===== src/rtl/axis_ramp_generator.sv =====
// -----------------------------------------------------------------------------
// axis_ramp_generator
// AXI4-Stream master that emits a signed triangle or sawtooth ramp. The
// configuration is latched on start and held for the whole run. Optional
// block framing (tlast every 2^log_count beats) is enabled by defining the
// macro RG_TLAST_EN.
//
// Ports:
//   aclk           clock, rising edge
//   areset         synchronous active-high reset
//   RG_enable      start / keep generating (level)
//   RG_mode        0 = triangle, 1 = sawtooth
//   RG_step        unsigned increment per accepted beat
//   RG_limit       unsigned amplitude, output range [-limit, +limit]
//   RG_log_count   block length 2^RG_log_count beats (tlast spacing)
//   M_AXIS_tdata   signed sample
//   M_AXIS_tvalid  sample valid
//   M_AXIS_tready  downstream ready
//   M_AXIS_tlast   last beat of block (only with RG_TLAST_EN)
// -----------------------------------------------------------------------------
module axis_ramp_generator #(
    parameter int unsigned AXIS_TDATA_WIDTH = 32
) (
    input  logic                          aclk,
    input  logic                          areset,
    input  logic                          RG_enable,
    input  logic                          RG_mode,
    input  logic [15:0]                   RG_step,
    input  logic [AXIS_TDATA_WIDTH-2:0]   RG_limit,
    input  logic [4:0]                    RG_log_count,
    output logic [AXIS_TDATA_WIDTH-1:0]   M_AXIS_tdata,
    output logic                          M_AXIS_tvalid,
    input  logic                          M_AXIS_tready
`ifdef RG_TLAST_EN
    ,
    output logic                          M_AXIS_tlast
`endif
);

    localparam int unsigned W  = AXIS_TDATA_WIDTH;
    localparam int unsigned XW = W + 1;

    typedef enum logic [1:0] {
        ST_IDLE = 2'd0,
        ST_RISE = 2'd1,
        ST_FALL = 2'd2
    } state_t;

    state_t              r_state;
    logic                r_mode;
    logic [15:0]         r_step;
    logic [W-2:0]        r_limit;
    logic signed [W-1:0] r_cur;
    logic                r_tvalid;
    logic                r_stop;

    logic                w_beat;
    logic                w_stop_now;
    logic                w_stop_ok;

    // Ramp arithmetic in W+1 signed bits; clamping keeps it in range.
    logic signed [XW-1:0] w_cur_x;
    logic signed [XW-1:0] w_step_x;
    logic signed [XW-1:0] w_lim_x;
    logic signed [XW-1:0] w_nlim_x;
    logic signed [XW-1:0] w_add;
    logic signed [XW-1:0] w_sub;
    logic signed [XW-1:0] w_up;
    logic signed [XW-1:0] w_dn;
    logic                 w_at_top;
    logic                 w_at_bot;
    logic signed [XW-1:0] w_next_x;
    state_t               w_next_state;

    assign w_beat     = r_tvalid & M_AXIS_tready;
    // Stop request seen this cycle counts immediately
    assign w_stop_now = r_stop | ~RG_enable;

    assign w_cur_x  = {r_cur[W-1], r_cur};
    assign w_step_x = {{(XW-16){1'b0}}, r_step};
    assign w_lim_x  = {2'b00, r_limit};
    assign w_nlim_x = -w_lim_x;
    assign w_add    = w_cur_x + w_step_x;
    assign w_sub    = w_cur_x - w_step_x;
    assign w_up     = (w_add > w_lim_x)  ? w_lim_x  : w_add;
    assign w_dn     = (w_sub < w_nlim_x) ? w_nlim_x : w_sub;
    assign w_at_top = (w_cur_x == w_lim_x);
    assign w_at_bot = (w_cur_x == w_nlim_x);

    // Next sample and direction, applied only on a beat
    always_comb begin
        w_next_state = r_state;
        w_next_x     = w_cur_x;
        case (r_state)
            ST_RISE: begin
                if (w_at_top) begin
                    if (r_mode) begin
                        w_next_x = w_nlim_x;
                    end else begin
                        w_next_state = ST_FALL;
                        w_next_x     = w_dn;
                    end
                end else begin
                    w_next_x = w_up;
                end
            end
            ST_FALL: begin
                if (w_at_bot) begin
                    w_next_state = ST_RISE;
                    w_next_x     = w_up;
                end else begin
                    w_next_x = w_dn;
                end
            end
            default: ;
        endcase
    end

`ifdef RG_TLAST_EN
    logic [4:0]  r_log;
    logic [31:0] r_cnt;
    logic        r_tlast;
    logic [31:0] w_mask;
    logic [31:0] w_cnt_next;

    assign w_mask     = (32'd1 << r_log) - 32'd1;
    assign w_cnt_next = (r_cnt == w_mask) ? 32'd0 : r_cnt + 32'd1;
    // Only stop on a block end so every emitted block is complete
    assign w_stop_ok  = w_beat & r_tlast;
    assign M_AXIS_tlast = r_tlast;
`else
    logic w_unused;

    assign w_unused  = ^RG_log_count;
    // With no beat outstanding there is nothing to finish
    assign w_stop_ok = w_beat | ~r_tvalid;
`endif

    // State machine with registered outputs
    always_ff @(posedge aclk) begin
        if (areset) begin
            r_state  <= ST_IDLE;
            r_mode   <= 1'b0;
            r_step   <= 16'd0;
            r_limit  <= '0;
            r_cur    <= '0;
            r_tvalid <= 1'b0;
            r_stop   <= 1'b0;
`ifdef RG_TLAST_EN
            r_log    <= 5'd0;
            r_cnt    <= 32'd0;
            r_tlast  <= 1'b0;
`endif
        end else begin
            case (r_state)
                ST_IDLE: begin
                    if (RG_enable) begin
                        r_state  <= ST_RISE;
                        r_mode   <= RG_mode;
                        r_step   <= RG_step;
                        r_limit  <= RG_limit;
                        r_cur    <= '0;
                        r_tvalid <= 1'b1;
                        r_stop   <= 1'b0;
`ifdef RG_TLAST_EN
                        r_log    <= RG_log_count;
                        r_cnt    <= 32'd0;
                        r_tlast  <= (RG_log_count == 5'd0);
`endif
                    end
                end
                default: begin
                    if (!RG_enable) begin
                        r_stop <= 1'b1;
                    end
                    if (w_stop_now && w_stop_ok) begin
                        r_state  <= ST_IDLE;
                        r_cur    <= '0;
                        r_tvalid <= 1'b0;
                        r_stop   <= 1'b0;
`ifdef RG_TLAST_EN
                        r_cnt    <= 32'd0;
                        r_tlast  <= 1'b0;
`endif
                    end else if (w_beat) begin
                        r_state <= w_next_state;
                        r_cur   <= W'(w_next_x);
`ifdef RG_TLAST_EN
                        r_cnt   <= w_cnt_next;
                        r_tlast <= (w_cnt_next == w_mask);
`endif
                    end
                end
            endcase
        end
    end

    assign M_AXIS_tdata  = r_cur;
    assign M_AXIS_tvalid = r_tvalid;

endmodule


===== config.mk =====
export PLATFORM = sky130hd
export DESIGN_NAME = axis_ramp_generator
export DESIGN_NICKNAME = d
export VERILOG_FILES = /design/src/rtl/axis_ramp_generator.sv
export SDC_FILE = /design/constraint.sdc
export NUM_CORES = 1
export LEC_CHECK = 0
export CAP_MARGIN = 20
export CELL_PAD_IN_SITES_DETAIL_PLACEMENT = 0
export CELL_PAD_IN_SITES_GLOBAL_PLACEMENT = 1
export CORE_ASPECT_RATIO = 0.6
export CORE_MARGIN = 2
export CORE_UTILIZATION = 44
export DETAILED_ROUTE_END_ITERATION = 8
export GPL_TIMING_DRIVEN = 1
export PLACE_DENSITY_LB_ADDON = 0.2
export SLEW_MARGIN = 20
export SYNTH_ARGS = -nofsm -noshare
export SYNTH_HDL_FRONTEND = slang
export SYNTH_SLANG_ARGS = --single-unit

===== constraint.sdc =====
create_clock -name aclk -period 7 [get_ports aclk]
set_input_delay 1.05 -clock aclk [delete_from_list [all_inputs] [get_ports aclk]]
set_output_delay 1.05 -clock aclk [all_outputs]
set_load 0.1 [all_outputs]

==> summary.md, run 1 <==
The congestion estimate from routability-driven global placement came to 1.001. In this run, CTS created clock tree buffers numbering 9. The flow ran to the end, and the final reports show no timing, DRC or antenna violations. For the finished layout, the period the worst path requires is 6710 ps. The worst hold path passes through 2 cells.

The worst setup path is launched from a register. Depth of the worst register-to-register path: 26. The number of pins with negative max-slew slack in the final report is 0.

Synthesis-stage register bit count: 84. The net switching fraction of the power was 52.19%; the net load switching power was 2.069 mW. The run gives 0 as the number of synthesis warnings. The final count of negative-setup-slack endpoints is 0, and the number of cells in the design after placement is 1790.

Hold repair after CTS inserted 0 buffers. For this run, the leading register cell type out of synthesis is sky130_fd_sc_hd__dfxtp_1. Combinational cell fraction of total power: 70.9%. Fraction of the cycle the final worst path needs: 95.85%. For the final-stage net count, the log shows 1644. In this run the critical register-to-register path is captured at M_AXIS_tdata[1].

Setup slack on the worst reg-to-reg path comes out at 290 ps. After filler insertion, the fill cell instance count of the layout stands at 2376. The synthesized design devotes to its leading area cell type 16.02% of total area. The HPWL reported at the end of detailed placement came out at 33180 um.

Wires add up to 42160 um. The die extent in x works out to 203.4 um. Counting instances in the post-synthesis netlist gives the leading cell types as 172 x sky130_fd_sc_hd__nand2_1, 141 x sky130_fd_sc_hd__a21oi_1, 116 x sky130_fd_sc_hd__nor2_1. A synthesized cell averages 7.389 um^2. The DRC violation total after the first TritonRoute iteration was 1266. The first global-routing pass estimated 62580 um of wire.

The remaining number of nets flagged by the antenna check after routing was 0; the data arrival time of the critical path was 6980 ps. The floorplan step defined a core boundary enclosing 0.02324 mm^2. The maximum single-stage delay on the critical path is 520 ps, and the required time of the worst setup path is 7270 ps.

End point of the worst hold path: r_step[3]. The maximum level of the CTS H-tree is 3, and the synthesis-to-layout area growth is 15.22%. Setup repair after global routing left no endpoint under its margin.

The proportion of layout cells with a drive suffix above 1 is 9.524%. Sequential cells burn 14.8% of the power. Timing would allow up to 149.0 MHz. Clock network power share: 14.3%. The run gives 0 as the number of antenna cells inserted. The run gives 2 as the number of buffers between clock root and the deepest sink. The launch point of the worst hold path was r_step[3]. The library cell with the largest summed area after synthesis was sky130_fd_sc_hd__dfxtp_1.

Number of sinks on the clock net: 84. Entering global routing, the biggest net connects 67 pins. The cell repeated most along the worst path was sky130_fd_sc_hd__buf_4. The remaining max-slew budget at the tightest pin was 26.78%; the sequential element share of the synthesized area was 16.02%. After global routing the overflow that remains totals 0. The tools report the number of global-route vias before repair as 9791.

By area the synthesized netlist is led by sky130_fd_sc_hd__dfxtp_1 16%, sky130_fd_sc_hd__ha_1 12%, sky130_fd_sc_hd__xnor2_1 6.8%, sky130_fd_sc_hd__a21oi_1 6.7%, sky130_fd_sc_hd__nand2_1 6.1%. The synthesized netlist net count came out at 1579. In this run, distinct cell masters in the synthesized netlist total 91.

The number of max-cap violations is 0. The path class of the tightest hold or removal check is reg2reg. The kind of capture point of the worst setup path was a register.

The mean number of vias per cell was 6.097; the number of placed I/O pins was 90. The total power per unit cell area was 327.7 mW/mm^2. By instance count, the leading cell after synthesis is sky130_fd_sc_hd__nand2_1. The synthesized netlist occupies a cell area of 0.01050 mm^2. The first-pass iteration count of the detailed router was 5; the worst-margin pin slew was 1094 ps. The cell family contributing the most delay on the critical path is simple AND/OR/NAND/NOR gates.

The maximum fanout along the worst path is 14. For the setup total negative slack, the log shows 0 ps. The logs give 0 for the initial antenna violation count and 1806 for the count of placed standard cells in the final layout, fillers left out. Clock skew on the completed layout was measured at 14.07 ps. The worst-case hold slack is 480.7 ps.

Clock-pin slew was measured on the worst setup and hold paths at 70 ps. The critical path is of the reg2reg type. Source of the worst register-to-register timing path: M_AXIS_tdata[0]. The tree is rooted in a sky130_fd_sc_hd__clkbuf_16. Cell with the biggest individual delay on the critical path: sky130_fd_sc_hd__nor4b_1. The run gives 1421 as the synthesized instance count.

Internal power comes to 1.896 mW. For the effective utilization at floorplan, the log shows 45.18%. In the global route stage, overall resource usage came out at 33.82%. For the worst-skew pair, the clock arrives at the later sink with an insertion delay of 380 ps. The async set or reset register ratio after synthesis is 0%, and the number of cell rows is 43. The synthesized design contains 0 enable-type register cells. The logs give 0 for the total count of hold-check failures in the final report and 235.5 uV for the worst ir drop on vdd. After detailed routing, the number of remaining DRC violations is 0.

The floorplan step defined a die boundary enclosing 0.02516 mm^2. The final route contains 11010 vias. TritonCTS built the clock tree.

The post-detailed-route wirelength per cell was 23.35 um; the overall die height was 123.7 um. The analysis attributes to cell leakage a power of 4.996 nW. Together, buffers and inverters on the worst path number 5. Buffers placed on the I/O ports in this run total 84.
==> stage by stage <==
stage / total power [mW] / setup WS [ps] / instance area (um^2) / utilization [%]
3_3_place_gp: 3.258 / 474.9 / 11760 / 50.58
6_report: 3.965 / 290.2 / 12100 / 52.05
3_5_place_dp: 3.287 / 487.7 / 11760 / 50.58
5_1_grt: 4.211 / 0.9339 / 12100 / 52.05
2_1_floorplan: 2.402 / 824.2 / 10500 / -
4_1_cts: 3.869 / 405.1 / 12090 / 52.02
==> cells by family (layout without fill, tap and decap cells) <==
| family | after synthesis | in the layout | share of synthesized area [%] |
|---|---|---|---|
| AO/OA/AOI/OAI | 365 | 365 | 23.22 |
| XOR/XNOR | 136 | 136 | 11.48 |
| adder cells (fa/ha/maj) | 101 | 101 | 12.18 |
| buffers and inverters | 185 | 255 | 8.413 |
| flip-flops | 84 | 84 | 16.02 |
| multiplexers | 50 | 50 | 4.886 |
| AND/OR/NAND/NOR | 500 | 500 | 23.81 |
==> state kept, by name, summed over array words and instances, names as in the netlist <==
register,flops
M_AXIS_tdata,32
r_limit,31
r_step,16
r_state,2
M_AXIS_tvalid,1
r_mode,1
r_stop,1
==> tightest hold or removal path, cell delays in order (launching register included) <==
cell,delay [ps]
sky130_fd_sc_hd__dfxtp_1,320
sky130_fd_sc_hd__nand2_1,60
sky130_fd_sc_hd__a21oi_1,60
==> how the worst max path moves through the flow <==
stage	from	depth (start not counted)	endpoint	slack, ps
floorplan	M_AXIS_tdata[5]	24	M_AXIS_tdata[15]	820
global placement	M_AXIS_tdata[0]	26	M_AXIS_tdata[25]	470
detailed placement	M_AXIS_tdata[0]	26	M_AXIS_tdata[8]	490
CTS	M_AXIS_tdata[0]	26	M_AXIS_tdata[1]	410
global route	M_AXIS_tdata[0]	26	M_AXIS_tdata[1]	0.9
finish	M_AXIS_tdata[0]	26	M_AXIS_tdata[1]	290
==> layer usage <==
| layer | share of wire [%] | vias up | GRT usage [%] |
|---|---|---|---|
| met5 | 0 | - | 0 |
| met4 | 1.1 | 0 | 5.155 |
| met3 | 16 | 35 | 14.68 |
| met2 | 34 | 662 | 41.66 |
| met1 | 49 | 5098 | 52.36 |
| li1 | - | 5216 | - |
==> power by group through the flow <==
stage	combinational, mW	clock, mW	sequential [mW]
after floorplan	1.80	0	0.601
after global placement	2.66	0	0.593
after global routing	3.02	0.596	0.591
after CTS	2.71	0.576	0.583
after detailed placement	2.69	0	0.594
final	2.81	0.567	0.588
==> repair_timing <==
item,4_1_cts,5_1_grt
resized for setup,0,1
buffers inserted,0,0
setup endpoints to repair,0,22
==> layout by cell type (no fill, tap or decap), types with 12 or more instances in the layout <==
cell type / count
sky130_fd_sc_hd__buf_4: 61
sky130_fd_sc_hd__nor3_1: 33
sky130_fd_sc_hd__o21a_1: 17
sky130_fd_sc_hd__nand2_1: 172
sky130_fd_sc_hd__o211ai_1: 13
sky130_fd_sc_hd__inv_1: 89
sky130_fd_sc_hd__nand3_1: 31
sky130_fd_sc_hd__or2_2: 12
sky130_fd_sc_hd__ha_1: 99
sky130_fd_sc_hd__a221o_1: 12
sky130_fd_sc_hd__dfxtp_1: 84
sky130_fd_sc_hd__a21oi_1: 141
sky130_fd_sc_hd__nor4_1: 15
sky130_fd_sc_hd__xnor2_1: 82
sky130_fd_sc_hd__nand4_1: 30
sky130_fd_sc_hd__xor2_1: 53
sky130_fd_sc_hd__o21ai_0: 46
sky130_fd_sc_hd__clkdlybuf4s50_1: 83
sky130_fd_sc_hd__mux2i_1: 40
sky130_fd_sc_hd__nor2_1: 116
sky130_fd_sc_hd__nand2b_1: 15
sky130_fd_sc_hd__a211oi_1: 24
==> layout make-up <==
type | count | area (um^2) | share of cell area (%)
clock buffer | 10 | 239.0 | 1.975
clock inverter | 6 | 96.34 | 0.7964
inverter | 90 | 337.8 | 2.792
multi-input combinational | 1152 | 7975 | 65.92
sequential | 84 | 1682 | 13.90
tap | 315 | 394.1 | 3.258
timing repair buffer | 149 | 1374 | 11.36
Power figures use the tool's default switching activity.
==> run 2, diff against run 1 <==
--- a/config.mk
+++ b/config.mk
@@ -10,8 +10,9 @@
 export CELL_PAD_IN_SITES_GLOBAL_PLACEMENT = 1
 export CORE_ASPECT_RATIO = 0.6
 export CORE_MARGIN = 2
-export CORE_UTILIZATION = 44
+export CORE_UTILIZATION = 47
 export DETAILED_ROUTE_END_ITERATION = 8
+export DONT_BUFFER_PORTS = 1
 export GPL_TIMING_DRIVEN = 1
 export PLACE_DENSITY_LB_ADDON = 0.2
 export SLEW_MARGIN = 20
==> summary.md, run 2 (synthesis gave the netlist of run 1 again) <==
The run finished with clean final reports. For this run the aggregate overflow at the end of global routing stands at 0. The maximum single-stage delay on the critical path was 620 ps; the weighted congestion at the end of routability-driven global placement was 0.9952. Counting the buffers created by CTS gives 9. On the final layout, the worst clock skew is 6.403 ps. The cell sitting at the root of the clock tree is a sky130_fd_sc_hd__clkbuf_16. The clock latency on the worst-skew pair came out at 380 ps. The total power per unit cell area was 336.8 mW/mm^2. The worst setup path is launched from a register.

The analysis attributes to cell leakage a power of 4.667 nW. Static timing analysis puts the maximum clock frequency at 148.7 MHz. After clock tree synthesis, the clock-pin slew on the worst setup and hold paths is 70 ps. At the worst endpoint, the arrival time is 6990 ps. Total power: 3.757 mW.

Setup repair after global routing left no endpoint under its margin. IR analysis of the VDD net gives a maximum drop of 306.6 uV. The kind of path behind the tightest hold check is reg2reg.

During placement, the flow inserted port buffers numbering 0. The area growth from synthesis to layout is 6.232%. Among all stages on the critical path, the largest delay is contributed by sky130_fd_sc_hd__nor4_1. The setup total negative slack was 0 ps; the total count of hold-check failures in the final report was 0. TritonCTS built the clock tree. The die covers 0.02359 mm^2. The remaining number of nets flagged by the antenna check after routing is 0.

For the number of cell rows, the log shows 42. The repair_antennas step left the layout with diodes totalling 0. Die extent in x: 197.0 um. Dividing the final minimum period by the clock period gives 96.10%.

Max-cap violations in this run came to 0. The tools report the number of pins with negative max-slew slack in the final report as 0. The run gives 0 as the number of buffers inserted for hold repair after clock tree synthesis. The wire-length estimate of the detail-placed layout is 31500 um. The overall die height came out at 119.8 um. After floorplanning, the core was sized to cover 0.02197 mm^2.

Mean number of vias per cell: 6.305. The kind of capture point of the worst setup path is a register. The final-stage net count was 1557; the post-detailed-route wirelength per cell was 23.89 um. The aggregate routed wire length was 40370 um; the initial antenna violation count was 1. The tools report the first-pass iteration count of the detailed router as 6.

Global routing used 34.46% of the available tracks. The number of global-route vias before repair came out at 9749. Hold timing on the final database bottoms out at a slack of 473.0 ps. The first routing iteration left 1196 violations.

The final count of negative-setup-slack endpoints was 0. The critical path goes through buf_4 > ha_1 > nor2b_1 > nor2_1 > a311o_1 > o21ai_0 > nand3_1 > and2_1 > o31a_1 > or2_2 > ha_1 > nand4_1 > nor4_1 > o311ai_0 > nand4_1 > o21ai_0 > and4_1 > or2_2 > buf_12 > mux2i_1 > a211oi_1 > a211o_1. The worst path in the final design needs a cycle of 6727 ps, including I/O delays and setup.

The run gives 60950 um as the first-pass GRT wire length. The critical path start-end classification is reg2reg. The effective utilization at floorplan was 47.80%; the DRC violation count after routing was 0. Of all nets on the critical path, the largest fanout is 25. The logs give 7260 ps for the required time of the worst setup path and 30.46% for the remaining max-slew budget at the tightest pin. The run gives 3 as the maximum level of the CTS H-tree. The kind of cell adding the most delay to the critical path is simple AND/OR/NAND/NOR gates.

The number of flip-flops in the largest register was 32; the number of buffers between clock root and the deepest sink was 2. The worst-margin pin slew is 1042 ps, and the critical path buffer and inverter count is 2. Entering global routing, the biggest net connects 67 pins.

The clock drives 84 sinks. The routed layout has 10660 vias. The library cell used most frequently in the layout, excluding fill and tap cells, is sky130_fd_sc_hd__nand2_1.

The library cells used most frequently in the layout, excluding fill and tap cells, are 171 x sky130_fd_sc_hd__nand2_1, 141 x sky130_fd_sc_hd__a21oi_1, 116 x sky130_fd_sc_hd__nor2_1. In this run the count of I/O pins placed on the die edge is 90. Proportion of layout cells with a drive suffix above 1: 9.900%.
==> run 2: cell count changes in the layout (fill, tap and decap cells not counted), sizes merged <==
cell,delta
buf,-4
clkdlybuf4s50,-83
clkinvlp,+1
inv,-1
==> run 2: metrics by stage <==
stage	worst slack [ps]	util (%)	instance area [um^2]	cells
2_1_floorplan	824.2	-	10500	1421
3_3_place_gp	430.2	49.29	10830	1674
5_1_grt	73.77	50.78	11150	1690
3_5_place_dp	448.7	49.29	10830	1674
4_1_cts	383.4	50.73	11140	1690
6_report	272.8	50.78	11150	1690
==> run 2: path summary, 6_finish.rpt <==
kind                                       from               to  slack [ps]  cells after the start
worst max-delay path            M_AXIS_tdata[5]  M_AXIS_tdata[2]         270                     22
worst min register to register        r_step[4]        r_step[4]         470                      2
worst min-delay path                  r_step[4]        r_step[4]         470                      2
worst max register to register  M_AXIS_tdata[5]  M_AXIS_tdata[2]         270                     22
==> run 2: per-layer routing <==
metal / part of all wire, % / track usage (%) / wire, um
met4: 1.7 / 7.002 / 692
met3: 14 / 14.56 / 5836
met5: 0 / 0 / 0
met1: 48 / 52.67 / 19490
met2: 36 / 43.26 / 14360
==> run 2: worst reg2reg max path, stage by stage, from the launching register on <==
cell and delay, ps:
sky130_fd_sc_hd__dfxtp_1 400, sky130_fd_sc_hd__buf_4 350, sky130_fd_sc_hd__ha_1 280, sky130_fd_sc_hd__nor2b_1 180, sky130_fd_sc_hd__nor2_1 90, sky130_fd_sc_hd__a311o_1 290
sky130_fd_sc_hd__o21ai_0 390, sky130_fd_sc_hd__nand3_1 200, sky130_fd_sc_hd__and2_1 330, sky130_fd_sc_hd__o31a_1 350, sky130_fd_sc_hd__or2_2 290, sky130_fd_sc_hd__ha_1 340
sky130_fd_sc_hd__nand4_1 230, sky130_fd_sc_hd__nor4_1 630, sky130_fd_sc_hd__o311ai_0 320, sky130_fd_sc_hd__nand4_1 160, sky130_fd_sc_hd__o21ai_0 210, sky130_fd_sc_hd__and4_1 360
sky130_fd_sc_hd__or2_2 360, sky130_fd_sc_hd__buf_12 210, sky130_fd_sc_hd__mux2i_1 250, sky130_fd_sc_hd__a211oi_1 120, sky130_fd_sc_hd__a211o_1 290
==> run 2: repair_timing <==
action / CTS / global route
setup endpoints to repair: 0 / 1
gates resized for setup: 0 / 1
buffers inserted: 0 / 0
==> run 2: cell type report <==
cell class                 count  area (um^2)
multi-input combinational   1152         7981
sequential                    84         1682
clock inverter                 6        88.84
tap                          286        357.8
timing repair buffer          62        478.0
inverter                      90        337.8
clock buffer                  10        229.0
fill                        2255        10810
==> run 2: report_power, final <==
group,total (mW),switching (mW),internal (mW)
Sequential,0.586,0.0740,0.512
Combinational,2.62,1.69,0.932
Clock,0.549,0.236,0.313
==> run 3, diff against run 2 <==
--- a/config.mk
+++ b/config.mk
@@ -11,10 +11,12 @@
 export CORE_ASPECT_RATIO = 0.6
 export CORE_MARGIN = 2
 export CORE_UTILIZATION = 47
+export CTS_CLUSTER_SIZE = 16
 export DETAILED_ROUTE_END_ITERATION = 8
 export DONT_BUFFER_PORTS = 1
 export GPL_TIMING_DRIVEN = 1
 export PLACE_DENSITY_LB_ADDON = 0.2
+export RECOVER_POWER = 25
 export SLEW_MARGIN = 20
 export SYNTH_ARGS = -nofsm -noshare
 export SYNTH_HDL_FRONTEND = slang
==> summary.md, run 3 (synthesis gave the netlist of run 1 again) <==
In this run the worst path has a maximum fanout of 25. The logs give 0.02197 mm^2 for the core region area and 0.01113 mm^2 for the final instance area. The required time of the worst setup path is 7260 ps. From synthesis to final layout, the design area changed by 6.006%. Combinational cells account for 69.8% of the total power.

Derived from the worst setup path, the maximum achievable clock frequency is 149.3 MHz. The register with the most flip-flops in the layout has 32 of them. The first detailed-routing pass took 7 iterations. The die extent in x was 197.0 um; the number of max-cap violations was 5.

The sequential fraction of design power came out at 15.6%. The first global-routing pass estimated 60950 um of wire. The flow ran to the end, but the final reports show violations. On the worst path, the slowest cell contributes a delay of 630 ps. The run gives 0.9952 as the weighted congestion at the end of routability-driven global placement. Initial antenna violation count: 1. The DRC violation total after the first TritonRoute iteration is 1296, and the total count of hold-check failures in the final report is 0.

In the finished design, the share of the clock period the worst path needs comes to 95.69%. The number of antenna cells inserted came out at 0. The analysis attributes to net switching a power of 1.999 mW. In this run the most critical hold path is launched from r_step[4].

In this run the worst setup path begins at M_AXIS_tdata[5]. For this run, design rule violations remaining after detail routing come to 0. Including well taps, the total number of placed cells is 1674.

The total power per unit cell area is 337.7 mW/mm^2, and the leakage component of the power is 4.640 nW. The total overflow left after global routing is 0. The tools report the final-layout fill cell count as 2261. The tools report the final-stage net count as 1557.

Startpoint class of the critical path: a register. The checks that failed: max-capacitance violations, max-slew violations. Kind of path behind the tightest hold check: reg2reg. Number of pins with negative max-slew slack in the final report: 84.

The setup total negative slack is 0 ps, and the overall die height is 119.8 um. At the end of the flow the core is filled with cells to 50.67%. The logs give 43.26% for the fraction of met2 tracks used by global routing and 84 for the number of sinks on the clock net.

The clock passes through at most 2 buffers. The number of cell rows came out at 42. TritonCTS built the clock tree.

STA classifies the critical path endpoint as a register. The clock network power share was 14.6%. The met1 routing resource usage after global routing is 52.67%, and the net switching fraction of the power is 53.20%.

The clock transition at the register clock pins on the worst setup and hold paths after CTS works out to 70 ps. The number of global-route vias before repair is 9749, and the number of buffers inserted by port buffering is 0. The total via count after detailed routing was 10660; the number of buffers inserted for hold repair after clock tree synthesis was 0. In the routed layout, each cell is associated on average with a via count of 6.305. The tools report the maximum level of the CTS H-tree as 3. For the setup skew after layout, the log shows 8.844 ps.

The detail route stage leaves a number of antenna-violating nets equal to 0. After detailed routing, the average wire length per cell comes to 23.89 um. The tools report the clock buffer count from CTS as 9.

IR analysis of the VDD net gives a maximum drop of 308.2 uV. The number of buffers inserted to repair setup after CTS was 0. Summed over all nets, the half-perimeter wirelength after detailed placement is 31500 um. The tools report the source of the worst register-to-register timing path as M_AXIS_tdata[5]. For the number of placed I/O pins, the log shows 90.

The library cell used most frequently in the layout, excluding fill and tap cells, is sky130_fd_sc_hd__nand2_1. For the full die area, the log shows 0.02359 mm^2. The critical path goes through buf_4 > ha_1 > nor2b_1 > nor2_1 > a311o_1 > o21ai_0 > nand3_1 > and2_1 > o31a_1 > or2_2 > ha_1 > nand4_1 > nor4_1 > o311ai_0 > nand4_1 > o21ai_0 > and4_1 > or2_2 > buf_12 > mux2i_1 > a211oi_1 > a211o_1. The smallest clock period supported by the final layout is computed as 6698 ps.

The logs give 0 for the final count of negative-setup-slack endpoints and 3.758 mW for the total power. The aggregate routed wire length was 40380 um. In this run the cell area measured after placement is 0.01083 mm^2. The data arrival time of the critical path came out at 6960 ps. The sequential cells in the finished layout cover a total of 0.001682 mm^2. The post-route netlist has 9.402% of its cells at a drive strength greater than 1. Global routing used 34.46% of the available tracks. The multi-input combinational cells in the finished layout cover a total of 0.007980 mm^2.

After the flow finishes, the layout carries non-filler instances totaling 1690. Setup repair after global routing left no endpoint under its margin. The post-CTS resize count came out at 0.

Cell internal power was estimated by the tool at 1.759 mW. The largest individual stage delay along the critical path comes from the cell sky130_fd_sc_hd__nor4_1. At the later pin of the worst-skew pair, clock insertion delay measures 380 ps. The global-route track usage on met3 came out at 14.56%. The root buffer selected by CTS was sky130_fd_sc_hd__clkbuf_16.

For this configuration, the core starts out at a cell density of 47.80%. Headroom to the max-slew limit came out at -76.04%. The critical path in this run is classified as reg2reg. Most congested layer reported by global routing: met1. The top cell types in the final layout, fill and taps aside, are 171 x sky130_fd_sc_hd__nand2_1, 141 x sky130_fd_sc_hd__a21oi_1, 116 x sky130_fd_sc_hd__nor2_1.

At the pin with the least slew margin, the transition time is 2639 ps. Entering global routing, the biggest net connects 67 pins.
[run 3: cell types whose count changed in the layout (fill, tap and decap cells not counted)]
| cell | before | now |
|---|---|---|
| sky130_fd_sc_hd__and2_0 | 0 | 1 |
| sky130_fd_sc_hd__and2_2 | 1 | 0 |
| sky130_fd_sc_hd__buf_4 | 61 | 55 |
| sky130_fd_sc_hd__clkbuf_1 | 1 | 7 |
[run 3: final timing paths]
| kind | to | slack [ps] | depth (start not counted) |
|---|---|---|---|
| worst max-delay path | M_AXIS_tdata[2] | 300 | 22 |
| worst min register to register | r_step[4] | 470 | 2 |
| worst max register to register | M_AXIS_tdata[2] | 300 | 22 |
| worst min-delay path | r_step[4] | 470 | 2 |
[run 3: stage by stage]
stage | hold WS, ps | setup WS, ps
final | 472.5 | 302.0
after global routing | 507.6 | 73.77
after CTS | 471.5 | 383.4
after detailed placement | 461.3 | 448.7
after global placement | 457.2 | 430.2
after floorplan | 453.0 | 824.2
[run 3: cell type report]
cell class,count,share of cell area (%)
Clock buffer,10,2.057
Clock inverter,6,0.7981
Timing Repair Buffer,62,4.092
Multi-Input combinational cell,1152,71.69
Sequential cell,84,15.11
Inverter,90,3.035
Tap cell,286,3.215
[run 3: power by group through the flow]
stage	registers [mW]	clock network [mW]	logic, mW
2_1_floorplan	0.601	0	1.80
3_3_place_gp	0.593	0	2.50
3_5_place_dp	0.594	0	2.51
4_1_cts	0.583	0.559	2.53
5_1_grt	0.590	0.578	2.82
6_report	0.586	0.548	2.62
[run 3: critical path: cells and delay by family, from the launching register on]
kind	cells	cell delay, ps
adders and majority gates	2	600
AOI/OAI and AO/OA	7	1950
buffers and inverters	2	560
DFF	1	400
and+or+nand+nor	10	2810
muxes	1	230
[run 3: metal layers]
metal | vias to the layer above | share of wire, %
li1 | 5025 | -
met1 | 4982 | 48
met2 | 588 | 36
met3 | 61 | 15
met4 | 0 | 1.6
met5 | - | 0
